## src/rtl/mc_pkg.sv

```systemverilog
// mc_pkg: shared encodings for the multicycle controller.
// Optional ADDI states are present only when MC_CONTROL_ADDI_EN is defined.
package mc_pkg;
  typedef enum logic [3:0] {
    S_FETCH, S_DECODE, S_MEMADR, S_MEMRD, S_MEMWB, S_MEMWR,
    S_RTYPEEX, S_ALUWB, S_BEQ, S_JUMP
`ifdef MC_CONTROL_ADDI_EN
    , S_ADDIEX, S_ADDIWB
`endif
  } state_t;
  typedef enum logic [1:0] {ALU_ADD, ALU_SUB, ALU_FN, ALU_NONE} alu_op_t;
  localparam logic [5:0] OP_RTYPE = 6'b000000;
  localparam logic [5:0] OP_LW    = 6'b100011;
  localparam logic [5:0] OP_SW    = 6'b101011;
  localparam logic [5:0] OP_BEQ   = 6'b000100;
  localparam logic [5:0] OP_ADDI  = 6'b001000;
  localparam logic [5:0] OP_J     = 6'b000010;
  localparam logic [5:0] FN_ADD = 6'b100000;
  localparam logic [5:0] FN_SUB = 6'b100010;
  localparam logic [5:0] FN_AND = 6'b100100;
  localparam logic [5:0] FN_OR  = 6'b100101;
  localparam logic [5:0] FN_SLT = 6'b101010;
  localparam logic [2:0] AC_AND  = 3'b000;
  localparam logic [2:0] AC_OR   = 3'b001;
  localparam logic [2:0] AC_ADD  = 3'b010;
  localparam logic [2:0] AC_SUB  = 3'b110;
  localparam logic [2:0] AC_SLT  = 3'b111;
  localparam logic [2:0] AC_NONE = 3'b000;
  localparam logic [1:0] SRCB_REG  = 2'b00;
  localparam logic [1:0] SRCB_FOUR = 2'b01;
  localparam logic [1:0] SRCB_IMM  = 2'b10;
  localparam logic [1:0] SRCB_BR   = 2'b11;
  localparam logic [1:0] PC_ALU = 2'b00;
  localparam logic [1:0] PC_BR  = 2'b01;
  localparam logic [1:0] PC_JMP = 2'b10;
endpackage

```

## src/rtl/mc_aludec.sv

```systemverilog
// mc_aludec: combinational ALU control decode from alu_op and funct.
module mc_aludec
  import mc_pkg::*;
(
  input  alu_op_t    alu_op,
  input  logic [5:0] funct,
  output logic [2:0] alu_ctrl
);
  logic [2:0] w_fn;
  always_comb begin
    case (funct)
      FN_SUB:  w_fn = AC_SUB;
      FN_AND:  w_fn = AC_AND;
      FN_OR:   w_fn = AC_OR;
      FN_SLT:  w_fn = AC_SLT;
      default: w_fn = AC_ADD;
    endcase
    alu_ctrl = alu_op == ALU_ADD ? AC_ADD :
               alu_op == ALU_SUB ? AC_SUB :
               alu_op == ALU_FN  ? w_fn   : AC_NONE;
  end
endmodule

```

## src/rtl/mc_control.sv

```systemverilog
// mc_control: multicycle MIPS control FSM with Moore outputs and memory-ready stalls.
// Define MC_CONTROL_ADDI_EN to support addi (opcode 001000); otherwise it decodes as illegal.
module mc_control
  import mc_pkg::*;
#(
  parameter int STATE_W = 4
) (
  input  logic               clk,
  input  logic               rst,
  input  logic [5:0]         op,
  input  logic [5:0]         funct,
  input  logic               zero,
  input  logic               mem_ready,
  output logic               pc_write,
  output logic               iord,
  output logic               mem_write,
  output logic               ir_write,
  output logic               reg_dst,
  output logic               mem_to_reg,
  output logic               reg_write,
  output logic               alu_src_a,
  output logic [1:0]         alu_src_b,
  output logic [1:0]         pc_src,
  output logic               pc_en,
  output logic [2:0]         alu_ctrl,
  output logic               illegal,
  output logic [STATE_W-1:0] state
);
  state_t  r_state, w_next;
  logic    r_illegal, w_illegal, w_branch;
  alu_op_t w_alu_op;
  mc_aludec u_aludec (.alu_op(w_alu_op), .funct(funct), .alu_ctrl(alu_ctrl));
  always_comb begin
    w_next = r_state;
    w_illegal = 1'b0;
    case (r_state)
      S_FETCH:   w_next = mem_ready ? S_DECODE : S_FETCH;
      S_DECODE: begin
        case (op)
          OP_LW, OP_SW: w_next = S_MEMADR;
          OP_RTYPE:     w_next = S_RTYPEEX;
          OP_BEQ:       w_next = S_BEQ;
`ifdef MC_CONTROL_ADDI_EN
          OP_ADDI:      w_next = S_ADDIEX;
`endif
          OP_J:         w_next = S_JUMP;
          default: begin
            w_next = S_FETCH;
            w_illegal = 1'b1;
          end
        endcase
      end
      S_MEMADR:  w_next = op == OP_SW ? S_MEMWR : S_MEMRD;
      S_MEMRD:   w_next = mem_ready ? S_MEMWB : S_MEMRD;
      S_MEMWR:   w_next = mem_ready ? S_FETCH : S_MEMWR;
      S_RTYPEEX: w_next = S_ALUWB;
`ifdef MC_CONTROL_ADDI_EN
      S_ADDIEX:  w_next = S_ADDIWB;
`endif
      default:   w_next = S_FETCH;
    endcase
  end
  // Outputs are forced low while rst is held, even though the state already reads FETCH.
  always_comb begin
    {pc_write, iord, mem_write, ir_write, reg_dst, mem_to_reg, reg_write, alu_src_a} = '0;
    alu_src_b = SRCB_REG;
    pc_src = PC_ALU;
    w_branch = 1'b0;
    w_alu_op = ALU_NONE;
    if (!rst) begin
      case (r_state)
        S_FETCH: begin
          ir_write = mem_ready;
          pc_write = mem_ready;
          alu_src_b = SRCB_FOUR;
          w_alu_op = ALU_ADD;
        end
        S_DECODE: begin
          alu_src_b = SRCB_BR;
          w_alu_op = ALU_ADD;
        end
        S_MEMADR: begin
          alu_src_a = 1'b1;
          alu_src_b = SRCB_IMM;
          w_alu_op = ALU_ADD;
        end
        S_MEMRD:  iord = 1'b1;
        S_MEMWR:  {iord, mem_write} = 2'b11;
        S_MEMWB:  {mem_to_reg, reg_write} = 2'b11;
        S_RTYPEEX: begin
          alu_src_a = 1'b1;
          w_alu_op = ALU_FN;
        end
        S_ALUWB:  {reg_dst, reg_write} = 2'b11;
        S_BEQ: begin
          alu_src_a = 1'b1;
          w_alu_op = ALU_SUB;
          w_branch = 1'b1;
          pc_src = PC_BR;
        end
`ifdef MC_CONTROL_ADDI_EN
        S_ADDIEX: begin
          alu_src_a = 1'b1;
          alu_src_b = SRCB_IMM;
          w_alu_op = ALU_ADD;
        end
        S_ADDIWB: reg_write = 1'b1;
`endif
        S_JUMP: begin
          pc_write = 1'b1;
          pc_src = PC_JMP;
        end
        default: ;
      endcase
    end
  end
  always_ff @(posedge clk or posedge rst) begin
    if (rst) begin
      r_state <= S_FETCH;
      r_illegal <= 1'b0;
    end else begin
      r_state <= w_next;
      r_illegal <= w_illegal;
    end
  end
  assign pc_en = pc_write | (w_branch & zero);
  assign illegal = r_illegal;
  assign state = STATE_W'(r_state);
endmodule

```

## config.mk

```make
export PLATFORM = sky130hd
export DESIGN_NAME = mc_control
export DESIGN_NICKNAME = d
export VERILOG_FILES = /design/src/rtl/mc_pkg.sv /design/src/rtl/mc_aludec.sv /design/src/rtl/mc_control.sv
export SDC_FILE = /design/constraint.sdc
export NUM_CORES = 1
export LEC_CHECK = 0
export ABC_AREA = 1
export BUFFER_PORTS_ARGS = -buffer_cell sky130_fd_sc_hd__clkbuf_2
export CAP_MARGIN = 20
export CORE_MARGIN = 3
export CORE_UTILIZATION = 41
export DETAILED_ROUTE_END_ITERATION = 10
export GPL_TIMING_DRIVEN = 1
export PLACE_DENSITY = 0.79
export SETUP_SLACK_MARGIN = 0.15
export SLEW_MARGIN = 20
export SYNTH_ARGS = -nofsm -noshare
export SYNTH_HDL_FRONTEND = slang
export SYNTH_SLANG_ARGS = --single-unit
```

## constraint.sdc

```tcl
create_clock -name clk -period 1.6 [get_ports clk]
set_input_delay 0.32 -clock clk [delete_from_list [all_inputs] [get_ports clk]]
set_output_delay 0.32 -clock clk [all_outputs]
set_load 0.03 [all_outputs]
```

==> metrics.md, run 1 <==
| Metric | Value |
|---|---|
| Synth Area per Inst | `5.41 µm²` |
| Dpl hpwl | `1.79 mm` |
| IO buf count | `36` |
| Synth Register Bits | `5` |
| Clock tree root buffer cell | `clkbuf_4` |
| Postcts setup bufs | `13` |
| Unique masters post-synth | `16` |
| TritonCTS Buffers | `3` |
| Status | `aborted with a tool error` |
| Cells after DPL | `164` |
| Mapped cell area | `579 µm²` |
| CTS resizes | `46` |
| Post-synth top area share | `0.216` |
| IO Pins | `37` |
| Stop stage | `clock tree synthesis (4_1_cts)` |
| Synth warnings | `0` |
| Syn Inst Count | `107` |
| Placed standard-cell area | `977 µm²` |
| Clk sinks | `5` |
| Initial Utilization | `0.476` |
| Syn Nets | `123` |
| Num rows | `12` |
| Synth top area cells | `dfrtp_1 22%, nor2_1 14%, nand2_1 14%, nand3_1 12%, inv_1 12%` |
| Synth area leader | `dfrtp_1` |
| GPL Wtd Cong | `0.833` |
| Worst setup slack after placement | `-0.0690 ns` |
| Die Wd | `43.6 µm` |
| Tool Error | `[ERROR DPL-0038] Utilization greater than 100%, impossible to legalize` |
| Hold buffers post-CTS | `0` |
| Die Y | `43.6 µm` |
| H-tree depth | `1` |
| Clock tree buffer depth | `2` |
| Register area share after synthesis | `0.216` |
## cell families after synthesis
kind of cell / count (synthesis) / share of synthesized area
AOI/OAI and AO/OA: 7 / 0.0669
and+or+nand+nor: 74 / 0.581
DFF: 5 / 0.216
buffers and inverters: 21 / 0.136
## cell usage after synthesis, drive strengths merged
master and n:
nand4 6, a21oi 3, dfrtp 5, o21bai 1, o21ai 2, nor2 26
inv 21, nand2 21, nand3 15, nor3 5, nand3b 1, o22ai 1
## stage by stage
step / TNS [ns] / hold slack (ns)
detailed placement: -0.185 / 0.427
global placement: -0.0270 / 0.416
floorplan: 0 / 0.147
==> inputs of run 2 (changes only) <==
--- a/config.mk
+++ b/config.mk
@@ -8,12 +8,11 @@
 export ABC_AREA = 1
 export BUFFER_PORTS_ARGS = -buffer_cell sky130_fd_sc_hd__clkbuf_2
 export CAP_MARGIN = 20
-export CORE_MARGIN = 3
-export CORE_UTILIZATION = 41
+export CORE_AREA = 3 3 64 66
 export DETAILED_ROUTE_END_ITERATION = 10
+export DIE_AREA = 0 0 67 69
 export GPL_TIMING_DRIVEN = 1
-export PLACE_DENSITY = 0.79
-export SETUP_SLACK_MARGIN = 0.15
+export PLACE_DENSITY_LB_ADDON = 0.15
 export SLEW_MARGIN = 20
 export SYNTH_ARGS = -nofsm -noshare
 export SYNTH_HDL_FRONTEND = slang
==> run 2 against run 1 <==
Synthesized cell count unchanged. Area after synthesis is the same. The flow now finishes, with violations (negative setup slack).
==> metrics.md, run 2 <==
| Metric | Value |
|---|---|
| Status | `finished, violations left` |
| Violated checks | `negative setup slack` |
| Largest family of logic cells by synthesized area | `simple AND/OR/NAND/NOR gates` |
| Min-Delay Path Class | `in2async` |
| Routed via count | `873` |
| R2R Setup Slk | `0.35 ns` |
| Initial antenna violation count | `0` |
| Num rows | `22` |
| Routed length per instance | `10.6 µm` |
| First-pass GRT wire length | `3.73 mm` |
| Critical path class | `reg2out` |
| Inserted Diodes | `0` |
| WHS | `0.238 ns` |
| Max Cap Viol | `0` |
| Crit Reg-Reg Startpoint | `state[2]` |
| Via/cell ratio | `4.08` |
| Max Transition Viols Final | `0` |
| Max Clock Skew | `0.00253 ns` |
| IO Pins | `37` |
| Post-route ant nets | `0` |
| IO buf count | `36` |
| Internal power | `0.000791 W` |
| Asr flop ratio synth | `1.00` |
| Crit path cell chain | `nor2_4, nand2_4, buf_6, nand3_2, nand3_1, nand2_2, buf_8` |
| Synth area leader | `dfrtp_1` |
| PnR worst setup slack | `-0.124 ns` |
| CP Data Arrival Time | `1.40 ns` |
| CP Buf/Inv Count | `2` |
| Top FF cell, synth | `dfrtp_1` |
| TritonCTS Buffers | `3` |
| Mapped cell area | `579 µm²` |
| Mux cell area share after synthesis | `0` |
| GPL Wtd Cong | `0.777` |
| PD cells | `1230 nW/µm²` |
| Startpoint Class | `flop` |
| Critical-path top delay cell | `dfrtp_2` |
| GRT Overall Usage | `0.0995` |
| Synth top area cells | `dfrtp_1 22%, nor2_1 14%, nand2_1 14%, nand3_1 12%, inv_1 12%` |
| Post-synth top area share | `0.216` |
| Worst Setup EP | `alu_ctrl[1]` |
| Most frequent cells in the layout | `20 x clkbuf_2, 20 x buf_4, 18 x nand2_1, 17 x inv_1, 17 x nor2_1` |
| Core region area | `3630 µm²` |
| Hold buffers post-CTS | `0` |
| Worst slew margin | `0.831` |
| Max incr delay on CP | `0.46 ns` |
| Ratio of cells with drive above 1 in the final layout | `0.518` |
| Leakage | `0.665 nW` |
| Crit path depth | `7` |
| DRT iter0 DRCs | `20` |
| Count of flip-flops with a built-in enable after synthesis | `0` |
| Switching share of total power | `0.482` |
| Synth Register Bits | `5` |
| Clock tree buffer depth | `2` |
| Sequential power share | `0.157` |
| Clock power frac | `0.152` |
| Post-Synth Adder-Cell Area | `0` |
| Syn Nets | `123` |
| Unique masters post-synth | `16` |
| Synth warnings | `0` |
| Reg clk slew, reported paths | `0.04 ns` |
| Worst-Margin Slew | `0.252 ns` |
| RR Endpoint | `state[0]` |
| Largest net degree at the start of global routing | `7` |
| Clock tree root buffer cell | `clkbuf_8` |
| Final period util | `1.08` |
| Crit path max-delay family | `simple AND/OR/NAND/NOR gates` |
| Syn Inst Count | `107` |
| Drt total wl | `2.26 mm` |
| Worst-path maximum fanout | `4` |
| Vias in the first global route | `867` |
| CP required | `1.28 ns` |
| Die Y | `69 µm` |
| TritonCTS clock tree | `done` |
| Register area share after synthesis | `0.216` |
| H-tree depth | `1` |
| Count leader, synth | `nor2_1` |
| Post-Synth Simple-Gate Area | `0.581` |
| Die Wd | `67 µm` |
| Min Tclk post-route | `1.72 ns` |
| Final-report setup violation count | `13` |
| Initial Utilization | `0.159` |
| Final hold vios | `0` |
| FF-to-FF path depth | `7` |
| DRC errors left | `0` |
| P_sw | `0.000734 W` |
| Peak supply drop | `423 µV` |
| Nets | `183` |
| Pre-Repair DR Iteration Count | `4` |
| Dpl hpwl | `1.82 mm` |
| Top cells by count, synth | `22 x nor2_1, 21 x nand2_1, 18 x inv_1` |
| Tot Pwr | `0.00152 W` |
| Synth Area per Inst | `5.41 µm²` |
| Synth Area in Compound Gates | `0.0670` |
| Die area | `4620 µm²` |
| Unrepaired setup endpoints after global routing | `yes` |
| Clk Latency, worst-skew pair | `0.22 ns` |
| FMAX | `0.580 GHz` |
| Layout area overhead | `114%` |
| XOR/XNOR Fraction of Synth Area | `0` |
| Setup crit end kind | `output pin` |
| Clk sinks | `5` |
| Largest register FFs | `4` |
| CP Launch Point | `state[1]` |
| Combinational share of power | `0.692` |
| Total grt overflow | `0` |
run 2: cell counts after synthesis:
Identical to the previous run, type by type.
run 2: how the worst min path moves through the flow:
stage / endpoint / slack (ns) / depth (start not counted)
4_1_cts: state[2] / 0.23 / 3
2_1_floorplan: illegal / 0.14 / 1
3_3_place_gp: state[2] / 0.45 / 3
6_report: state[2] / 0.24 / 3
3_5_place_dp: illegal / 0.44 / 3
5_1_grt: state[2] / 0.26 / 3
run 2: final cells by class:
class	instances	area, µm²
tap	48	60.1
sequential	5	130
multi-input combinational	81	489
inverter	21	81.3
fill	414	2390
timing repair buffer	55	435
clock buffer	4	45.0
run 2: layer usage:
layer | GRT usage | share of wire | vias to the layer above
met5 | 0 | 0 | -
met4 | 0.0405 | 0.010 | 0
met3 | 0.0114 | 0.051 | 2
met2 | 0.171 | 0.51 | 23
met1 | 0.122 | 0.43 | 384
li1 | - | - | 464
run 2: worst reg2reg max path, stage by stage, from the launching register on:
cell and delay [ns]:
dfrtp_2 0.43, nor2_2 0.17, buf_4 0.15, nand2_1 0.09, buf_4 0.15, nor2_1 0.09, nor2_1 0.04, nand2_1 0.06
run 2: kinds of logic after synthesis:
group	count (synthesis)
and+or+nand+nor	74
buffers and inverters	21
AOI/OAI and AO/OA	7
DFF	5
run 2: what timing repair did:
action                                  in CTS  in global routing
buffers inserted                             7                  3
endpoints found under the setup margin      16                 16
resized for setup                           35                 16
pin swaps                                    7                  6
run 2: power by group through the flow:
stage                     logic [W]  clock network [W]  registers [W]
after floorplan            0.000439                  0       0.000302
after global placement     0.000811                  0       0.000234
after detailed placement   0.000806                  0       0.000230
after CTS                  0.000998           0.000237       0.000238
after global routing        0.00113           0.000241       0.000247
final                       0.00105           0.000232       0.000239
run 2: per-stage QoR:
stage / setup slack, ns / setup TNS (ns) / instance area (µm²) / std cells / util
2_1_floorplan: -0.0264 / -0.0653 / 649 / 107 / -
3_3_place_gp: -0.000421 / -0.000421 / 957 / 200 / 0.263
3_5_place_dp: -0.0341 / -0.0358 / 957 / 200 / 0.263
4_1_cts: -0.139 / -1.18 / 1190 / 211 / 0.328
5_1_grt: -0.199 / -1.79 / 1240 / 214 / 0.342
6_report: -0.124 / -0.955 / 1240 / 214 / 0.342
No activity file was read; power rests on OpenSTA's default activity.
==> inputs of run 3 (changes only) <==
--- a/config.mk
+++ b/config.mk
@@ -12,6 +12,7 @@
 export DETAILED_ROUTE_END_ITERATION = 10
 export DIE_AREA = 0 0 67 69
 export GPL_TIMING_DRIVEN = 1
+export MAX_ROUTING_LAYER = met4
 export PLACE_DENSITY_LB_ADDON = 0.15
 export SLEW_MARGIN = 20
 export SYNTH_ARGS = -nofsm -noshare
==> run 3 against run 2 <==
The run still ends with negative setup slack left. Combinational power about the same. Power about the same. Register-to-register slack barely moved. Clock skew unchanged. Clock power is essentially flat. Cell count unchanged. Cell area did not move. Wire length unchanged. Sequential share of layout area unchanged. Largest cell class unchanged.
==> metrics.md, run 3 (synthesis gave the netlist of run 2 again) <==
| Metric | Value |
|---|---|
| Status | `finished, violations left` |
| Violated checks | `negative setup slack` |
| Max Clock Skew | `0.00253 ns` |
| Non-Filler Cell Area, Final | `1240 µm²` |
| Min Tclk post-route | `1.72 ns` |
| Crit path max-delay family | `simple AND/OR/NAND/NOR gates` |
| H-tree depth | `1` |
| Pre-Repair DR Iteration Count | `4` |
| Clk Latency, worst-skew pair | `0.22 ns` |
| Most frequent cells in the layout | `20 x clkbuf_2, 20 x buf_4, 18 x nand2_1, 17 x inv_1, 17 x nor2_1` |
| Final hold vios | `0` |
| Final-report setup violation count | `13` |
| Placed standard-cell area | `957 µm²` |
| Crit path cell chain | `nor2_4, nand2_4, buf_6, nand3_2, nand3_1, nand2_2, buf_8` |
| Initial antenna violation count | `0` |
| Clock tree root buffer cell | `clkbuf_8` |
| Startpoint Class | `flop` |
| Total grt overflow | `0` |
| Final period util | `1.08` |
| Routed via count | `873` |
| TritonCTS Buffers | `3` |
| Crit path depth | `7` |
| Peak supply drop | `423 µV` |
| CP required | `1.28 ns` |
| Dpl hpwl | `1.82 mm` |
| Hold buffers post-CTS | `0` |
| Nets | `183` |
| Die Y | `69 µm` |
| First-pass GRT wire length | `3.73 mm` |
| Routed length per instance | `10.6 µm` |
| Max Cap Viol | `0` |
| FF-to-FF path depth | `7` |
| Ratio of cells with drive above 1 in the final layout | `0.518` |
| Post-route ant nets | `0` |
| Num rows | `22` |
| Largest register FFs | `4` |
| GRT Overall Usage | `0.102` |
| DRC errors left | `0` |
| Via/cell ratio | `4.08` |
| Setup crit end kind | `output pin` |
| Critical path class | `reg2out` |
| GPL Wtd Cong | `0.787` |
| Worst-Margin Slew | `0.252 ns` |
| Inserted Diodes | `0` |
| Critical-path top delay cell | `dfrtp_2` |
| IO Pins | `37` |
| Worst-path maximum fanout | `4` |
| Die area | `4620 µm²` |
| Max Transition Viols Final | `0` |
| CP Buf/Inv Count | `2` |
| Initial Utilization | `0.159` |
| DRT iter0 DRCs | `20` |
| Clk sinks | `5` |
| Clock tree buffer depth | `2` |
| Layout area overhead | `114%` |
| Worst setup slack after placement | `-0.0341 ns` |
| Drt total wl | `2.26 mm` |
| CP Data Arrival Time | `1.40 ns` |
| Fillers | `414` |
| Largest net degree at the start of global routing | `7` |
| Core region area | `3630 µm²` |
| Reg clk slew, reported paths | `0.04 ns` |
| PD cells | `1230 nW/µm²` |
| Worst slew margin | `0.831` |
| Fin util | `0.342` |
| IO buf count | `36` |
| TritonCTS clock tree | `done` |
| Vias in the first global route | `867` |
| PnR worst setup slack | `-0.124 ns` |
| Unrepaired setup endpoints after global routing | `yes` |
| Total negative slack | `-0.955 ns` |
| Max incr delay on CP | `0.46 ns` |
| Leakage | `0.665 nW` |
| Min-Delay Path Class | `in2async` |
| Die Wd | `67 µm` |
| FMAX | `0.580 GHz` |
[run 3: cell counts in the layout (fill, tap and decap cells not counted)]
No cell type changed its count.
[run 3: worst reg2reg max path: stages, from the launching register on]
cell	delay, ns
dfrtp_2	0.43
nor2_2	0.17
buf_4	0.15
nand2_1	0.09
buf_4	0.15
nor2_1	0.09
nor2_1	0.04
nand2_1	0.06
[run 3: through the flow]
step	total power [W]	hold slack, ns	std cells
floorplan	0.000741	0.140	107
global placement	0.00104	0.450	200
detailed placement	0.00104	0.444	200
CTS	0.00147	0.231	211
global route	0.00162	0.262	214
finish	0.00153	0.238	214
[run 3: per-layer routing]
layer / share of wire / GRT usage / vias to the layer above
met5: 0 / - / -
met4: 0.010 / 0.0405 / 0
met3: 0.042 / 0.00651 / 2
met2: 0.51 / 0.171 / 23
met1: 0.43 / 0.125 / 384
li1: - / - / 464
[run 3: path summary, 6_finish.rpt]
kind                       startpoint           to  slack (ns)
min in group clk                op[3]     state[2]        0.45
setup / recovery             state[1]  alu_ctrl[1]       -0.12
hold / removal                    rst     state[2]        0.24
hold reg to reg              state[3]     state[0]        0.80
max in group asynchronous         rst     state[0]        1.24
setup reg to reg             state[2]     state[0]        0.35
[run 3: what timing repair did]
| action | CTS | global route |
|---|---|---|
| pin swaps | 7 | 6 |
| endpoints found under the hold margin | 0 | 0 |
| setup endpoints to repair | 16 | 16 |
| buffers inserted | 7 | 3 |
| resized for setup | 35 | 16 |
[run 3: report_power, final]
part           total [W]  switching, W  internal [W]  leakage [nW]
sequential      0.000239     0.0000687      0.000170        0.0606
clock           0.000232     0.0000608      0.000171        0.0228
combinational    0.00105      0.000605      0.000450         0.581
[run 3: final cells by class]
cell class	count	area, µm²	share of cell area
Inverter	21	81.3	0.0655
Timing Repair Buffer	55	435	0.351
Multi-Input combinational cell	81	489	0.394
Sequential cell	5	130	0.105
Tap cell	48	60.1	0.0484
Clock buffer	4	45.0	0.0363
